[src/rtl/collision_scanner.sv]
// collision_scanner
//   Per-frame map and sprite collision scan for one player plus NUM_ENEMIES
//   enemies. All entities share one external level-map ROM port with a
//   1-cycle read latency. Each entity's probe box is its top-left position
//   shifted by MOVE_PX in the requested direction. The scan reads the four
//   corners of every probe box, one address per cycle. Player-enemy overlap
//   uses the latched, unshifted positions.
//
//   Optional build macro: COLLISION_ENEMY_PAIR_EN. When it is defined, the
//   block gains the e_e_collision output, which flags enemy-enemy overlaps.
//
// Ports
//   clock, reset            system clock, synchronous active-low reset
//   start                   scan request, sampled only while idle
//   char_x/char_y           player top-left position
//   direction_char          player move code
//   enemy_x/enemy_y         packed enemy positions (enemy i at [9i+8:9i] / [8i+7:8i])
//   direction_enemy         packed enemy move codes (3 bits each)
//   map_addr                level-map read address (y*SCREEN_W + x)
//   map_q                   map data for the previous cycle's address, 1 = walkable
//   busy                    scan in progress
//   done                    one-cycle pulse when the result outputs update
//   c_map_collision         player probe box hits a wall or a screen edge
//   e_map_collision         per-enemy probe box hits a wall or a screen edge
//   c_e_collision           player overlaps enemy i
//   e_e_collision           enemy i overlaps another enemy (macro builds only)
module collision_scanner #(
    parameter int NUM_ENEMIES = 2,
    parameter int SPRITE_SIZE = 16,
    parameter int MOVE_PX     = 1,
    parameter int SCREEN_W    = 320,
    parameter int SCREEN_H    = 240
) (
    input  logic                     clock,
    input  logic                     reset,
    input  logic                     start,
    input  logic [8:0]               char_x,
    input  logic [7:0]               char_y,
    input  logic [2:0]               direction_char,
    input  logic [9*NUM_ENEMIES-1:0] enemy_x,
    input  logic [8*NUM_ENEMIES-1:0] enemy_y,
    input  logic [3*NUM_ENEMIES-1:0] direction_enemy,
    output logic [16:0]              map_addr,
    input  logic                     map_q,
    output logic                     busy,
    output logic                     done,
    output logic                     c_map_collision,
    output logic [NUM_ENEMIES-1:0]   e_map_collision,
    output logic [NUM_ENEMIES-1:0]   c_e_collision
`ifdef COLLISION_ENEMY_PAIR_EN
    ,
    output logic [NUM_ENEMIES-1:0]   e_e_collision
`endif
);

    localparam int NE     = NUM_ENEMIES + 1;   // entities: player + enemies
    localparam int NPROBE = 4 * NE;
    localparam int IDX_W  = $clog2(NPROBE);
    localparam int ENT_W  = IDX_W - 2;
    localparam logic [IDX_W-1:0]   LAST_IDX = IDX_W'(NPROBE - 1);
    localparam logic signed [10:0] MOVE_S   = 11'(MOVE_PX);
    localparam logic signed [10:0] SPAN_S   = 11'(SPRITE_SIZE - 1);
    localparam logic signed [10:0] W_S      = 11'(SCREEN_W);
    localparam logic signed [10:0] H_S      = 11'(SCREEN_H);
    localparam logic [16:0]        STRIDE   = 17'(SCREEN_W);
    localparam logic [8:0]         SIZE_U   = 9'(SPRITE_SIZE);

    typedef enum logic [2:0] {
        DIR_NONE   = 3'b000,
        DIR_ATTACK = 3'b001,
        DIR_UP     = 3'b010,
        DIR_DOWN   = 3'b011,
        DIR_LEFT   = 3'b100,
        DIR_RIGHT  = 3'b101
    } dir_e;

    typedef enum logic [1:0] {S_IDLE, S_PROBE, S_WAIT, S_DONE} state_e;

    state_e state_q, state_d;

    // Operands latched on start.
    logic [8:0] cx_q;
    logic [7:0] cy_q;
    logic [2:0] cdir_q;
    logic [8:0] ex_q   [NUM_ENEMIES];
    logic [7:0] ey_q   [NUM_ENEMIES];
    logic [2:0] edir_q [NUM_ENEMIES];

    logic [IDX_W-1:0] idx_q;       // probe index: entity*4 + corner
    logic [NE-1:0]    acc_q;       // per-entity map-hit accumulator
    logic             pv_q;        // previous cycle issued a probe
    logic [ENT_W-1:0] pent_q;      // entity of the previous probe
    logic             pblk_q;      // previous probe was out of bounds

    logic [ENT_W-1:0]       ent;
    logic [1:0]             corner;
    logic                   blk;
    logic [16:0]            addr;
    logic [NUM_ENEMIES-1:0] ce_ov;

    function automatic logic overlap(input logic [8:0] ax, input logic [7:0] ay,
                                     input logic [8:0] bx, input logic [7:0] by);
        logic [8:0] dx;
        logic [7:0] dy;
        dx = (ax >= bx) ? ax - bx : bx - ax;
        dy = (ay >= by) ? ay - by : by - ay;
        return (dx < SIZE_U) && ({1'b0, dy} < SIZE_U);
    endfunction

    // ---------------- state register ----------------
    // NOTE: sequential state uses non-blocking assignments so every register
    // samples pre-edge values, independent of process ordering.
    always_ff @(posedge clock) begin
        if (!reset) state_q <= S_IDLE;
        else        state_q <= state_d;
    end

    // ---------------- next-state logic ----------------
    // NOTE: every combinational output gets a default first, so no path can
    // leave it unassigned and infer a latch.
    always_comb begin
        state_d = state_q;
        case (state_q)
            S_IDLE:  if (start) state_d = S_PROBE;
            S_PROBE: if (idx_q == LAST_IDX) state_d = S_WAIT;
            S_WAIT:  state_d = S_DONE;
            S_DONE:  state_d = S_IDLE;
            default: state_d = S_IDLE;
        endcase
    end

    // ---------------- probe corner address / bounds ----------------
    always_comb begin
        logic [8:0]        sel_x;
        logic [7:0]        sel_y;
        logic [2:0]        sel_dir;
        logic signed [10:0] org_x, org_y, pt_x, pt_y;

        ent     = idx_q[IDX_W-1:2];
        corner  = idx_q[1:0];
        sel_x   = cx_q;
        sel_y   = cy_q;
        sel_dir = cdir_q;
        for (int i = 0; i < NUM_ENEMIES; i++) begin
            if (ent == ENT_W'(i + 1)) begin
                sel_x   = ex_q[i];
                sel_y   = ey_q[i];
                sel_dir = edir_q[i];
            end
        end

        org_x = $signed({2'b00, sel_x});
        org_y = $signed({3'b000, sel_y});
        case (sel_dir)
            DIR_UP:    org_y = org_y - MOVE_S;
            DIR_DOWN:  org_y = org_y + MOVE_S;
            DIR_LEFT:  org_x = org_x - MOVE_S;
            DIR_RIGHT: org_x = org_x + MOVE_S;
            default:   ;  // NO_ACTION, ATTACK and unused codes do not shift
        endcase

        // Corner order TL, TR, BL, BR: bit 0 selects right, bit 1 selects bottom.
        pt_x = org_x + (corner[0] ? SPAN_S : 11'sd0);
        pt_y = org_y + (corner[1] ? SPAN_S : 11'sd0);
        blk  = (pt_x < 11'sd0) || (pt_x >= W_S) || (pt_y < 11'sd0) || (pt_y >= H_S);
        addr = 17'(pt_y) * STRIDE + 17'(pt_x);
    end

    // ---------------- outputs ----------------
    always_comb begin
        busy     = (state_q != S_IDLE);
        map_addr = '0;
        if (state_q == S_PROBE && !blk) map_addr = addr;
    end

    always_comb begin
        for (int i = 0; i < NUM_ENEMIES; i++)
            ce_ov[i] = overlap(cx_q, cy_q, ex_q[i], ey_q[i]);
    end

    // NOTE: latched operands carry no reset; they are always written on start
    // before anything reads them.
    always_ff @(posedge clock) begin
        if (state_q == S_IDLE && start) begin
            cx_q   <= char_x;
            cy_q   <= char_y;
            cdir_q <= direction_char;
            for (int i = 0; i < NUM_ENEMIES; i++) begin
                ex_q[i]   <= enemy_x[9*i +: 9];
                ey_q[i]   <= enemy_y[8*i +: 8];
                edir_q[i] <= direction_enemy[3*i +: 3];
            end
        end
    end

    always_ff @(posedge clock) begin
        if (!reset) begin
            idx_q           <= '0;
            acc_q           <= '0;
            pv_q            <= 1'b0;
            pent_q          <= '0;
            pblk_q          <= 1'b0;
            done            <= 1'b0;
            c_map_collision <= 1'b0;
            e_map_collision <= '0;
            c_e_collision   <= '0;
        end else begin
            // map_q answers the address issued one cycle ago, so the probe's
            // entity and bounds verdict travel one stage alongside it.
            pv_q   <= (state_q == S_PROBE);
            pent_q <= ent;
            pblk_q <= blk;
            done   <= 1'b0;
            if (pv_q && (pblk_q || !map_q)) begin
                for (int i = 0; i < NE; i++)
                    if (pent_q == ENT_W'(i)) acc_q[i] <= 1'b1;
            end
            case (state_q)
                S_IDLE: if (start) begin
                    idx_q <= '0;
                    acc_q <= '0;
                end
                S_PROBE: idx_q <= idx_q + 1'b1;
                S_DONE: begin
                    done            <= 1'b1;
                    c_map_collision <= acc_q[0];
                    e_map_collision <= acc_q[NUM_ENEMIES:1];
                    c_e_collision   <= ce_ov;
                end
                default: ;
            endcase
        end
    end

`ifdef COLLISION_ENEMY_PAIR_EN
    // One unordered enemy pair (pi, pj) with pi < pj per probe cycle.
    // N(N-1)/2 pairs never exceed the 4(N+1) probe cycles.
    localparam logic [3:0] NE4 = 4'(NUM_ENEMIES);
    logic [3:0]             pi_q, pj_q;
    logic [NUM_ENEMIES-1:0] ee_acc_q;
    logic [8:0]             pa_x, pb_x;
    logic [7:0]             pa_y, pb_y;

    always_comb begin
        pa_x = '0;
        pa_y = '0;
        pb_x = '0;
        pb_y = '0;
        for (int i = 0; i < NUM_ENEMIES; i++) begin
            if (pi_q == 4'(i)) begin pa_x = ex_q[i]; pa_y = ey_q[i]; end
            if (pj_q == 4'(i)) begin pb_x = ex_q[i]; pb_y = ey_q[i]; end
        end
    end

    always_ff @(posedge clock) begin
        if (!reset) begin
            pi_q          <= '0;
            pj_q          <= '0;
            ee_acc_q      <= '0;
            e_e_collision <= '0;
        end else begin
            case (state_q)
                S_IDLE: if (start) begin
                    pi_q     <= 4'd0;
                    pj_q     <= 4'd1;
                    ee_acc_q <= '0;
                end
                S_PROBE: if (pj_q < NE4) begin
                    if (overlap(pa_x, pa_y, pb_x, pb_y)) begin
                        for (int i = 0; i < NUM_ENEMIES; i++)
                            if (pi_q == 4'(i) || pj_q == 4'(i)) ee_acc_q[i] <= 1'b1;
                    end
                    if (pj_q == NE4 - 4'd1) begin
                        pi_q <= pi_q + 4'd1;
                        pj_q <= pi_q + 4'd2;
                    end else begin
                        pj_q <= pj_q + 4'd1;
                    end
                end
                S_DONE: e_e_collision <= ee_acc_q;
                default: ;
            endcase
        end
    end
`else
    // Enemy-pair checker not built.
`endif

endmodule

[config.mk]
export PLATFORM = sky130hd
export DESIGN_NAME = collision_scanner
export DESIGN_NICKNAME = d
export VERILOG_FILES = /design/src/rtl/collision_scanner.sv
export SDC_FILE = /design/constraint.sdc
export NUM_CORES = 1
export LEC_CHECK = 0
export ABC_AREA = 1
export BUFFER_PORTS_ARGS = -buffer_cell sky130_fd_sc_hd__buf_2
export CORE_MARGIN = 2
export CORE_UTILIZATION = 62
export CTS_BUF_LIST = sky130_fd_sc_hd__clkbuf_8
export CTS_CLUSTER_DIAMETER = 150
export DETAILED_ROUTE_END_ITERATION = 6
export GPL_ROUTABILITY_DRIVEN = 0
export PLACE_DENSITY = 0.85
export SLEW_MARGIN = 20
export SYNTH_ARGS = -nofsm -noshare
export SYNTH_HDL_FRONTEND = slang
export SYNTH_SLANG_ARGS = --single-unit
[constraint.sdc]
create_clock -name clock -period 5.95 [get_ports clock]
set_input_delay 0.2975 -clock clock [delete_from_list [all_inputs] [get_ports clock]]
set_output_delay 0.2975 -clock clock [all_outputs]
set_load 0.1 [all_outputs]
==> out/metrics.yaml <==
run_status:
  status: "finished, violations left"
  violations: "setup timing"
layout:
  layout_common_cells: "255 x nand2_1, 155 x inv_1, 92 x ha_1, 91 x nand3_1, 83 x buf_2"
  antenna_cells: 0
  final_cells: 1410
  final_nets: 1406
  final_layout_size_suffix_gt1_share_pct: 21.6
  mostFrequentLayoutCell: "nand2_1"
  area_growth_pct: 18.5
  nFillCells: 956
global_routing:
  antenna_found_initial: 0
  grt.total_usage_pct: 27.5
  gr-total-overflow: 0
  grt_pass1_vias: 7118
  grt_pass1_wl_mm: 32.0
  grt_max_degree: 62
timing:
  finalCritPeriodShare_pct: 102
  fin_worst_skew_ns: 0.0184
  finalHoldViolCount: 0
  setup_ws_ns: -0.113
  drv_slew: 0
  relSlewSlack_pct: 52.0
  setup_violations: 1
  hold_ws_ns: 0.0759
  max_freq_mhz: 165
  period_needed_ns: 6.06
  worstMarginPinSlew_ns: 0.721
synth:
  ys_seq_area_share_pct: 26.7
  syn_nets: 1292
  synth-edff-count: 60
  avgSynthCellArea_um2: 7.30
  synthCells: 1119
  yosys_warnings: 0
  yosys_register_bits: 79
  syn_area_mm2: 0.00817
  ys.flop_type: "edfxtp_1"
  synth.distinct_cells: 50
  synth_largest_area_cell: "edfxtp_1"
  synth_top_area_share_pct: 22.0
  synth_area_leaders: "edfxtp_1 22%, ha_1 16%, nand2_1 12%"
  postSynth.asyncResetShare_pct: 0
pwr:
  p_comb_share_pct: 69.6
  power.switching_mw: 2.24
  p_leak_nw: 4.82
  p_clk_share_pct: 10.8
  p_int_mw: 2.05
  p_per_area_mw_per_mm2: 443
  peakVddDrop_mv: 0.254
  pwr-share-seq_pct: 19.6
  power.share.switching_pct: 52.3
drt:
  antenna_left: 0
  vias: 8101
  first_iter_violations: 753
  wl_mm: 21.7
  wl_per_cell_um: 15.4
  first_pass_iters: 7
  vias_per_cell: 5.75
  drc: 0
critical_path:
  path_buf_inv: 6
  r2r_setup_slack_ns: 2.36
  cp.arrival_ns: 5.77
  end_kind: "output port"
  path_class: "reg -> out"
  cpPeakStageDelay_ns: 0.46
  startpoint_type: "flop"
  crit_required_ns: 5.65
  r2r-start: "idx_q[2]"
  crit_family: "simple AND/OR/NAND/NOR gates"
  r2r-end: "pblk_q"
  crit_path_max_fanout: 6
  cp_slowest_cell: "dfxtp_4"
  worst_path_most_repeated_cell: "nand2_1"
  r2r.worst_path.cells: 25
hold_path:
  hp-class: "in -> reg"
  worstHoldStart: "enemy_x[9]"
  min_to: "ex_q[0][9]"
  min_path_cells: 1
clock_tree:
  cts_buffers: 9
  clock-sinks: 79
  htreeDepth: 3
  clock_tree.root_cell: "clkbuf_8"
  clkSlewWorstSetupHoldPaths_ns: 0.10
  clk_latency_ns: 0.39
  cts.path.max_buffers: 2
  cts_tree: "yes"
floorplan:
  start_util_pct: 64.2
  dieArea_mm2: 0.0141
  fp.coreArea_mm2: 0.0127
  die_x_um: 119
  ios: 88
  row_count: 41
  die_y_um: 119
place:
  dp_hpwl_mm: 14.9
  port-buffer-count: 87
  dp_cells: 1362
job:
  cap_violations: 0
[flip-flops by register name, summed over array words and instances, names as in the netlist, 2 cells and up]
name	flops
acc_q	3
c_e_collision	2
cdir_q	3
cx_q	9
cy_q	8
e_map_collision	2
edir_q	6
ex_q	18
ey_q	16
idx_q	4
pent_q	2
state_q	2
[cells in the mapped netlist, types with 3 or more instances]
| cell | instances |
|---|---|
| nand3_2 | 8 |
| inv_2 | 6 |
| nand2_1 | 260 |
| dfxtp_1 | 19 |
| nor3_1 | 9 |
| o21ai_0 | 40 |
| inv_1 | 160 |
| o211ai_1 | 6 |
| buf_4 | 3 |
| a21o_1 | 5 |
| nor2_4 | 4 |
| nand2_4 | 4 |
| a21oi_1 | 67 |
| o221ai_1 | 3 |
| o31ai_1 | 4 |
| xnor2_1 | 20 |
| nor2_1 | 86 |
| buf_6 | 7 |
| nand3_1 | 96 |
| fa_1 | 4 |
| clkbuf_1 | 10 |
| mux2_2 | 5 |
| nand2_2 | 18 |
| a211oi_1 | 8 |
| nor2_2 | 19 |
| edfxtp_1 | 60 |
| nand4_1 | 10 |
| o21bai_1 | 8 |
| a31oi_1 | 3 |
| a21boi_0 | 4 |
| nor4_1 | 3 |
| xor2_1 | 34 |
| ha_1 | 105 |
[cell families after synthesis]
family	synth area share (%)
DFF	26.7
xor gates and xnor gates	5.79
adders and majority gates	17.1
buffers and inverters	9.63
muxes	0.689
AOI/OAI and AO/OA	11.0
and+or+nand+nor	29.1
[area by class of cell]
type / count / area (um^2) / share of cell area [%]
repair buffers: 121 / 796 / 8.22
inverters: 168 / 668 / 6.90
flip-flops and latches: 79 / 2190 / 22.6
repair inverters: 1 / 8.76 / 0.0904
clock buffers: 9 / 124 / 1.28
clock inverters: 7 / 106 / 1.10
multi-input cells: 853 / 5580 / 57.6
well taps: 172 / 215 / 2.22
[power by group through the flow]
stage               clock network, mW  logic [mW]  registers (mW)
floorplan                           0        2.08           0.843
global placement                    0        2.52           0.847
detailed placement                  0        2.58           0.847
CTS                             0.470        2.62           0.836
global route                    0.489        3.28           0.852
finish                          0.461        2.99           0.840
[how the worst max path moves through the flow]
stage	startpoint	to	slack, ns	cells past startpoint
2_1_floorplan	idx_q[2]	map_addr[14]	0.12	27
3_3_place_gp	idx_q[2]	map_addr[16]	0.28	39
3_5_place_dp	idx_q[2]	map_addr[16]	0.13	35
4_1_cts	idx_q[2]	map_addr[16]	0.02	35
5_1_grt	idx_q[2]	map_addr[16]	-0.40	38
6_report	idx_q[3]	map_addr[16]	-0.11	38
[stage by stage]
step                util (%)  worst slack (ns)  setup TNS [ns]  cell area (um^2)  power [mW]
floorplan                  -             0.116               0              8180        2.92
global placement        69.0             0.280               0              8780        3.36
detailed placement      69.0             0.134               0              8780        3.43
CTS                     71.4            0.0233               0              9090        3.93
global route            76.1            -0.397          -0.645              9680        4.62
finish                  76.1            -0.113          -0.113              9680        4.29
[repair_timing]
action,4_1_cts,5_1_grt
pin swaps,0,40
hold buffers,0,0
endpoints found under the setup margin,3,4
gates cloned,0,4
endpoints found under the hold margin,0,0
gates resized for setup,17,72
buffers inserted,1,27
[routing by layer]
layer	part of all wire, %	global-route usage [%]
met3	8.0	4.36
met2	49	47.0
met5	0	0
met4	4.4	10.9
met1	39	34.9
(Power assumes the default switching activity.)
